### src/rtl/pb_ctrl_pkg.sv
// Shared types and constants for the push-button command path.
package pb_ctrl_pkg;

   localparam logic PB_IDLE = 1'b1;

   typedef struct packed {
      logic [2:0] id;
      logic       lng;
   } pb_cmd_t;

endpackage

### src/rtl/pb_sync_rel.sv
// One button: 3-flop synchronizer, release pulse and, with PB_LONG_PRESS_EN,
// a saturating hold counter that flags a long press at release time.
module pb_sync_rel
   import pb_ctrl_pkg::*;
#(
   parameter int unsigned HOLD_CYCLES = 25_000_000
) (
   input  logic clk,
   input  logic rst_n,
   input  logic PB,
   output logic rel,
   output logic lng
);

   logic s1, s2, s3;

   if (HOLD_CYCLES == 0) begin : g_bad_hold
      $error("pb_sync_rel: HOLD_CYCLES must be nonzero");
   end

   // Reset to idle level so leaving reset never looks like a release.
   always_ff @(posedge clk) begin
      if (!rst_n) begin
         s1 <= PB_IDLE;
         s2 <= PB_IDLE;
         s3 <= PB_IDLE;
      end else begin
         s1 <= PB;
         s2 <= s1;
         s3 <= s2;
      end
   end

   assign rel = s2 & ~s3;

`ifdef PB_LONG_PRESS_EN
   localparam int unsigned HOLD_W = $clog2(HOLD_CYCLES + 1);

   logic [HOLD_W-1:0] hold;

   // Counter still holds the press length during the release cycle.
   always_ff @(posedge clk) begin
      if (!rst_n) begin
         hold <= '0;
      end else if (s2) begin
         hold <= '0;
      end else if (hold != HOLD_W'(HOLD_CYCLES)) begin
         hold <= hold + HOLD_W'(1);
      end
   end

   assign lng = (hold == HOLD_W'(HOLD_CYCLES));
`else
   assign lng = 1'b0;
`endif

endmodule

### src/rtl/pb_cmd_arb.sv
// Push-button release arbiter: one pending event per button, round-robin onto a
// single valid/ready command channel. Long-press tagging under PB_LONG_PRESS_EN.
module pb_cmd_arb
   import pb_ctrl_pkg::*;
#(
   parameter int unsigned NUM_PB      = 4,
   parameter int unsigned HOLD_CYCLES = 25_000_000
) (
   input  logic                      clk,
   input  logic                      rst_n,
   input  logic [NUM_PB-1:0]         PB,
   input  logic                      cmd_rdy,
   output logic                      cmd_vld,
   output logic [$clog2(NUM_PB)-1:0] cmd_id,
   output logic                      cmd_long,
   output logic                      ovf
);

   localparam int unsigned ID_W = $clog2(NUM_PB);

   logic [NUM_PB-1:0] rel;
   logic [NUM_PB-1:0] lng;
   logic [NUM_PB-1:0] pend;
   logic [NUM_PB-1:0] pend_long;
   logic [ID_W-1:0]   ptr;
   pb_cmd_t           cmd_q;

   logic              gnt_vld;
   logic [ID_W-1:0]   gnt_idx;
   logic [NUM_PB-1:0] gnt_mask;
   logic [ID_W-1:0]   cand;
   logic [ID_W-1:0]   ptr_nxt;

   if (NUM_PB < 2 || NUM_PB > 8) begin : g_bad_num
      $error("pb_cmd_arb: NUM_PB must be 2..8");
   end

   for (genvar g = 0; g < NUM_PB; g++) begin : g_pb
      pb_sync_rel #(
         .HOLD_CYCLES (HOLD_CYCLES)
      ) u_sync (
         .clk   (clk),
         .rst_n (rst_n),
         .PB    (PB[g]),
         .rel   (rel[g]),
         .lng   (lng[g])
      );
   end

   // Round-robin search from ptr; only when the output register can load.
   always_comb begin
      gnt_vld  = 1'b0;
      gnt_idx  = '0;
      gnt_mask = '0;
      cand     = '0;
      if (!cmd_vld || cmd_rdy) begin
         for (int unsigned k = 0; k < NUM_PB; k++) begin
            cand = ID_W'((32'(ptr) + k) % NUM_PB);
            if (!gnt_vld && pend[cand]) begin
               gnt_vld = 1'b1;
               gnt_idx = cand;
            end
         end
      end
      if (gnt_vld) begin
         gnt_mask[gnt_idx] = 1'b1;
      end
      ptr_nxt = (gnt_idx == ID_W'(NUM_PB - 1)) ? '0 : gnt_idx + ID_W'(1);
   end

   always_ff @(posedge clk) begin
      if (!rst_n) begin
         pend      <= '0;
         pend_long <= '0;
         ptr       <= '0;
         cmd_vld   <= 1'b0;
         cmd_q     <= '0;
         ovf       <= 1'b0;
      end else begin
         // A release coinciding with its own grant becomes the next event.
         for (int unsigned i = 0; i < NUM_PB; i++) begin
            if (rel[i] && (!pend[i] || gnt_mask[i])) begin
               pend[i]      <= 1'b1;
               pend_long[i] <= lng[i];
            end else if (gnt_mask[i]) begin
               pend[i] <= 1'b0;
            end
         end
         ovf <= |(rel & pend & ~gnt_mask);
         if (gnt_vld) begin
            cmd_vld   <= 1'b1;
            cmd_q.id  <= 3'(gnt_idx);
            cmd_q.lng <= pend_long[gnt_idx];
            ptr       <= ptr_nxt;
         end else if (cmd_rdy) begin
            cmd_vld <= 1'b0;
         end
      end
   end

   assign cmd_id   = cmd_q.id[ID_W-1:0];
   assign cmd_long = cmd_q.lng;

   if (ID_W < 3) begin : g_id_pad
      logic unused_id_bits;
      assign unused_id_bits = &{1'b0, cmd_q.id[2:ID_W]};
   end

endmodule

### config.mk
export PLATFORM = sky130hd
export DESIGN_NAME = pb_cmd_arb
export DESIGN_NICKNAME = d
export VERILOG_FILES = /design/src/rtl/pb_ctrl_pkg.sv /design/src/rtl/pb_sync_rel.sv /design/src/rtl/pb_cmd_arb.sv
export SDC_FILE = /design/constraint.sdc
export NUM_CORES = 1
export LEC_CHECK = 0
export CAP_MARGIN = 20
export CORE_MARGIN = 2
export CORE_UTILIZATION = 52
export DETAILED_ROUTE_END_ITERATION = 16
export PLACE_DENSITY = 0.85
export SYNTH_ARGS = -nofsm -noshare
export SYNTH_HDL_FRONTEND = slang
export SYNTH_SLANG_ARGS = --single-unit
### constraint.sdc
create_clock -name clk -period 2.82 [get_ports clk]
set_clock_uncertainty 0.1 [all_clocks]
set_input_delay 0.564 -clock clk [delete_from_list [all_inputs] [get_ports clk]]
set_output_delay 0.564 -clock clk [all_outputs]
set_load 0.05 [all_outputs]
* After elaboration in Yosys (flattened, before gate mapping) *
Index checks and enable logic that the tools add are counted.

storage, ports and cells
  bits in registers = 23
  input bits = 7
  output and inout bits = 5
  ROM bits = 0
  logic and storage cells = 107
  memories = 0
  latch bits = 0
  RAM bits = 0

operators by class
  multipliers = 0
  reductions and logical operators = 27
  shifts and indexed selects = 0
  bitwise logic cells = 11
  mux-type cells = 37
  equality and inequality tests = 1
  div/mod/pow operators = 0
  add/subtract/negate cells = 4
  magnitude comparators = 6

operators with widths
  cell                                                                                 count
  1-bit 2-to-1 mux                                                                     24
  2-bit by 3-bit less-than comparator with 1-bit output, second input constant         5
  2-bit 2-to-1 mux                                                                     6
  1-bit binary-select mux with 2-bit select                                            5
  2-bit nonzero test                                                                   5
  4-bit bitwise AND                                                                    2
  1-bit logical AND                                                                    8
  1-bit logical NOT                                                                    8
  1-bit logical OR                                                                     5
  2-bit by 1-bit adder with 2-bit output, second input constant                        2
  2-bit adder, second input constant                                                   2
  1-bit bitwise AND                                                                    4
  4-bit 2-to-1 mux                                                                     1
  1-bit NOT                                                                            4
  4-bit NOT                                                                            1
  4-bit OR reduction                                                                   1
  1-bit demux with 2-bit select                                                        1
  2-bit == test, second input constant                                                 1
  2-bit by 1-bit greater-or-equal comparator with 1-bit output, second input constant  1

* Longest topological paths before layout *
  depth in word-level cells = 24
  gate-level depth with buffers = 9
  gate-level depth less buffers = 9

* Cells and area by module *
A second synthesis with hierarchy kept.

unflattened totals
  cell total of the unflattened synthesis = 120
  area total of the unflattened synthesis = 1154.9 um2

by module, submodules not included
  module       sequential area each (um2)  cells an instance  area each (um2)  times used
  pb_cmd_arb   300.3                       84                 739.5            1
  pb_sync_rel  60.1                        9                  103.8            4

* Worst setup path before layout *
No wires, ideal clock.

  path type = reg2reg
  from = register cmd_vld
  to = register ovf
  setup time = 115 ps
  arrival = 2229 ps
  cell stages (with the launch flop) = 10
  data required time = 2605 ps
  clock period less this slack = 2443 ps
  path buffers = 0
  setup slack = 377 ps
  cell sequence = dfxtp_1 > nor2b_1 > or2_4 > or4_4 > inv_1 > ha_1 > inv_1 > o21ai_0 > o22ai_1 > o21a_1

between the ends
  word-level cells in the longest chain between the ends = 11
  elaborated cells between the ends (all ways) = 13
  those cells by class = order compare: 2; mux: 5; bitwise: 2; reduce/logical: 4

ends and longest elaborated chain
  what                                                                                                                                                         line              text
  start: declaration                                                                                                                                           pb_cmd_arb.sv:13  output logic cmd_vld,
  start signal: assignment                                                                                                                                     pb_cmd_arb.sv:76  cmd_vld <= 1'b0;
  start signal: assignment                                                                                                                                     pb_cmd_arb.sv:91  cmd_vld <= 1'b1;
  start signal: assignment                                                                                                                                     pb_cmd_arb.sv:96  cmd_vld <= 1'b0;
  1-bit logical NOT *                                                                                                                                          pb_cmd_arb.sv:56  if (!cmd_vld || cmd_rdy) begin
  1-bit logical OR *                                                                                                                                           pb_cmd_arb.sv:56
  2-bit 2-to-1 mux *                                                                                                                                           pb_cmd_arb.sv:56
  via gnt_idx[0]                                                                                                                                               pb_cmd_arb.sv:29  logic [ID_W-1:0] gnt_idx;
  2-bit by 3-bit less-than comparator with 1-bit output (not written as such) or 2-bit by 1-bit greater-or-equal comparator with 1-bit output (tied branches)  pb_cmd_arb.sv:66  gnt_mask[gnt_idx] = 1'b1;
  1-bit logical AND (not written as such)                                                                                                                      pb_cmd_arb.sv:66
  1-bit 2-to-1 mux (not written as such)                                                                                                                       pb_cmd_arb.sv:66
  1-bit demux with 2-bit select *                                                                                                                              pb_cmd_arb.sv:66
  4-bit 2-to-1 mux *                                                                                                                                           pb_cmd_arb.sv:65  if (gnt_vld) begin
  4-bit NOT *                                                                                                                                                  pb_cmd_arb.sv:89  ovf <= |(rel & pend & ~gnt_mask);
  4-bit bitwise AND *                                                                                                                                          pb_cmd_arb.sv:89
  4-bit OR reduction *                                                                                                                                         pb_cmd_arb.sv:89
  end signal: assignment                                                                                                                                       pb_cmd_arb.sv:89
  end: declaration                                                                                                                                             pb_cmd_arb.sv:16  output logic ovf

The timed path passes the listed nets; every way through them passes the cells marked *.
A chain may end at the register's enable or synchronous reset.

* Worst setup path after layout *
  from = input cmd_rdy
  to = register ovf

between the ends
  word-level cells in the longest chain between the ends = 10
  elaborated cells between the ends (all ways) = 12
  those cells by class = order compare: 2; mux: 5; bitwise: 2; reduce/logical: 3

ends and longest elaborated chain
  what                                                                                                                                                         line              text
  start: declaration                                                                                                                                           pb_cmd_arb.sv:12  input logic cmd_rdy,
  1-bit logical OR *                                                                                                                                           pb_cmd_arb.sv:56
  2-bit 2-to-1 mux *                                                                                                                                           pb_cmd_arb.sv:56
  via gnt_idx[0]                                                                                                                                               pb_cmd_arb.sv:29
  2-bit by 3-bit less-than comparator with 1-bit output (not written as such) or 2-bit by 1-bit greater-or-equal comparator with 1-bit output (tied branches)  pb_cmd_arb.sv:66
  1-bit logical AND (not written as such)                                                                                                                      pb_cmd_arb.sv:66
  1-bit 2-to-1 mux (not written as such)                                                                                                                       pb_cmd_arb.sv:66
  1-bit demux with 2-bit select *                                                                                                                              pb_cmd_arb.sv:66
  4-bit 2-to-1 mux *                                                                                                                                           pb_cmd_arb.sv:65
  4-bit NOT *                                                                                                                                                  pb_cmd_arb.sv:89
  4-bit bitwise AND *                                                                                                                                          pb_cmd_arb.sv:89
  4-bit OR reduction *                                                                                                                                         pb_cmd_arb.sv:89

Marked as above.

==> flow_summary.json <==
{
  "outcome": "finished clean",
  "first_pass_iters": 4,
  "die-area_um2": 2113,
  "nFillCells": 150,
  "leakagePower_uw": 0.0004325,
  "wl_met3_um": 32,
  "synth_top_family_by_area": "simple AND/OR/NAND/NOR gates",
  "clk_pin_slew_worst_paths_ps": 110,
  "h-tree-depth": 1,
  "setup_viol": 0,
  "cp-start-kind": "input pin",
  "holdBufCountCts": 0,
  "min_path_type": "register to register",
  "hold_viol": 0,
  "synth_seq_cells": 22,
  "worstMarginPinSlew_ps": 656.0,
  "drt_iter0_drc": 11,
  "worstSetupEndpointType": "register",
  "initial_core_util_pct": 54.22,
  "grt_pass1_wl_um": 2490,
  "final_nets": 121,
  "final_common_cell": "dfxtp_1",
  "cp_top_family": "simple AND/OR/NAND/NOR gates",
  "yosysUniqueCellTypes": 28,
  "die_y_um": 45.97,
  "grtUsageTotal_pct": 16.29,
  "synth_compound_area_share_pct": 15.71,
  "synth_area_um2": 915.9,
  "drv_cap": 0,
  "post_drt_wl_per_cell_um": 11.90,
  "ys_warn_count": 0,
  "cts.repair.resized": 0,
  "cts_buffers": 3,
  "synth_fa_ha_area_share_pct": 5.464,
  "synth_xor_xnor_area_share_pct": 0,
  "drv_slew": 0,
  "grt_pass1_vias": 606,
  "cp_slowest_cell": "or4_4",
  "cts_tree": "yes",
  "critical-path-max-stage-delay_ps": 540,
  "via_per_inst": 5.448,
  "cp_common_cell": "inv_1",
  "synth_ff_type": "dfxtp_1",
  "syn-num-nets": 104,
  "worstPathRequired_ps": 2920,
  "period_minus_slack_ps": 2607,
  "fp.coreArea_um2": 1689,
  "worst-path-buf-inv": 3,
  "max_freq_mhz": 383.6,
  "synth_async_sr_flop_share_pct": 0,
  "synth_edf_count": 0,
  "min_period_over_period_pct": 92.45,
  "die_x_um": 45.97,
  "p_total_uw": 558.8,
  "hold_ws_ps": 316.3,
  "highest_layer": "met4",
  "rows": 15,
  "gp_congestion": 0.8826,
  "numPortBuffers": 10,
  "m1WireLength_um": 664,
  "dpl.hpwl_um": 1146,
  "clockBufferDepth": 2,
  "crit_arrival_ps": 2700,
  "cts_setup_buffers": 0,
  "clkSinkCount": 22,
  "seq_area_frac_synth_pct": 48.09,
  "grt_overflow": 0,
  "cp_max_fo": 2,
  "finalWirelength_um": 1488,
  "muxShareOfSynthArea_pct": 1.093,
  "wl_met2_um": 781,
  "post-place-ws_ps": -88.06,
  "diodes": 0,
  "synth_cells": 93,
  "boundaryPins": 12,
  "syn_to_final_growth_pct": 18.17,
  "route.detailed.drc": 0,
  "grt_setup_unrepaired": "no",
  "drive_gt1_share_pct": 12.96,
  "ant_nets": 0,
  "worstSkewPairLatency_ps": 290,
  "syn-mean-instance-area_um2": 9.848,
  "ir_worst_vdd_mv": 0.4456,
  "worstPathCellList": "clkdlybuf4s50_1, nor2b_1, or2_4, or4_4, inv_1, ha_1, inv_1, o21ai_0, o22ai_1, o21a_1",
  "yosys.area_share.simple_pct": 24.73,
  "cts_root_buffer": "clkbuf_4",
  "ff_latch_area_um2": 440.4,
  "grt_max_degree": 23,
  "final_cell_mix": "22 x dfxtp_1, 18 x nand2b_1, 10 x clkdlybuf4s50_1, 7 x inv_1, 7 x a21boi_0",
  "antenna_found_initial": 0,
  "vias": 681,
  "power_density_nw_per_um2": 516.3,
  "path_class": "input pin to register",
  "multi_input_area_um2": 434.2,
  "relSlewSlack_pct": 56.13,
  "fin_ws_ps": 212.8
}
per-stage QoR:
step           util (%)  std cells  area, um^2  setup TNS, ps
2_1_floorplan         -         93       915.9              0
3_3_place_gp      62.74        122        1060         -30.47
3_5_place_dp      62.74        122        1060         -88.06
4_1_cts           64.07        125        1082              0
5_1_grt           64.07        125        1082              0
6_report          64.07        125        1082              0
power breakdown:
part | switching (uW) | internal, uW | leakage [uW] | total [uW]
clock network | 79.9 | 49.6 | 0.0000138 | 130
logic | 47.6 | 45.5 | 0.000238 | 93.1
registers | 10.5 | 326 | 0.000180 | 336
total | 138 | 421 | 0.000433 | 559
kinds of logic (layout without fill, tap and decap cells):
family | after synthesis | count (layout)
flip-flops | 22 | 22
adder cells (fa/ha/maj) | 4 | 4
multiplexers | 1 | 1
other | 1 | 1
AND/OR/NAND/NOR | 35 | 35
AO/OA/AOI/OAI | 20 | 20
buffers and inverters | 10 | 25
sequential cells by signal, summed over array words and instances (netlist names):
signal	count
cmd_id	2
cmd_vld	1
g_pb.u_sync.s1	4
g_pb.u_sync.s2	4
g_pb.u_sync.s3	4
ovf	1
pend	4
ptr	2
routing by layer:
metal | GRT usage (%) | up-vias
met2 | 28.89 | 9
met3 | 2.381 | 2
met1 | 19.17 | 328
met4 | 6.857 | 0
met5 | 0 | -
li1 | - | 342
cell type report:
type	count	area share, %
flip-flops and latches	22	40.69
repair buffers	15	12.72
multi-input cells	61	40.12
clock buffers	3	2.081
inverters	7	2.428
well taps	17	1.965
synthesized netlist by cell type, drive strengths merged (2+ instances only):
master  number  area share [%]
o22ai        2             1.4
inv          7             2.9
a21boi       8             7.0
ha           4             5.5
and4bb       2             2.7
o21ai        4             2.2
nand2        5             2.0
nor2         3             1.2
dfxtp       22              48
buf          3             1.6
nand2b      18              12
worst paths after layout:
path,from,slack (ps),cells after the start,end
setup reg to reg,pend[1],440,8,ovf
hold reg to reg,g_pb[0].u_sync.s1,320,1,g_pb[0].u_sync.s2
hold / removal,g_pb[0].u_sync.s1,320,1,g_pb[0].u_sync.s2
setup / recovery,cmd_rdy,210,10,ovf
worst register-to-register path, stage by stage (launching register included):
cell and delay, ps:
dfxtp_1 460, and4bb_2 280, o311ai_0 520, buf_4 220
ha_1 140, inv_1 40, o21ai_0 220, o22ai_1 130
o21a_1 190
(Power assumes the default switching activity.)
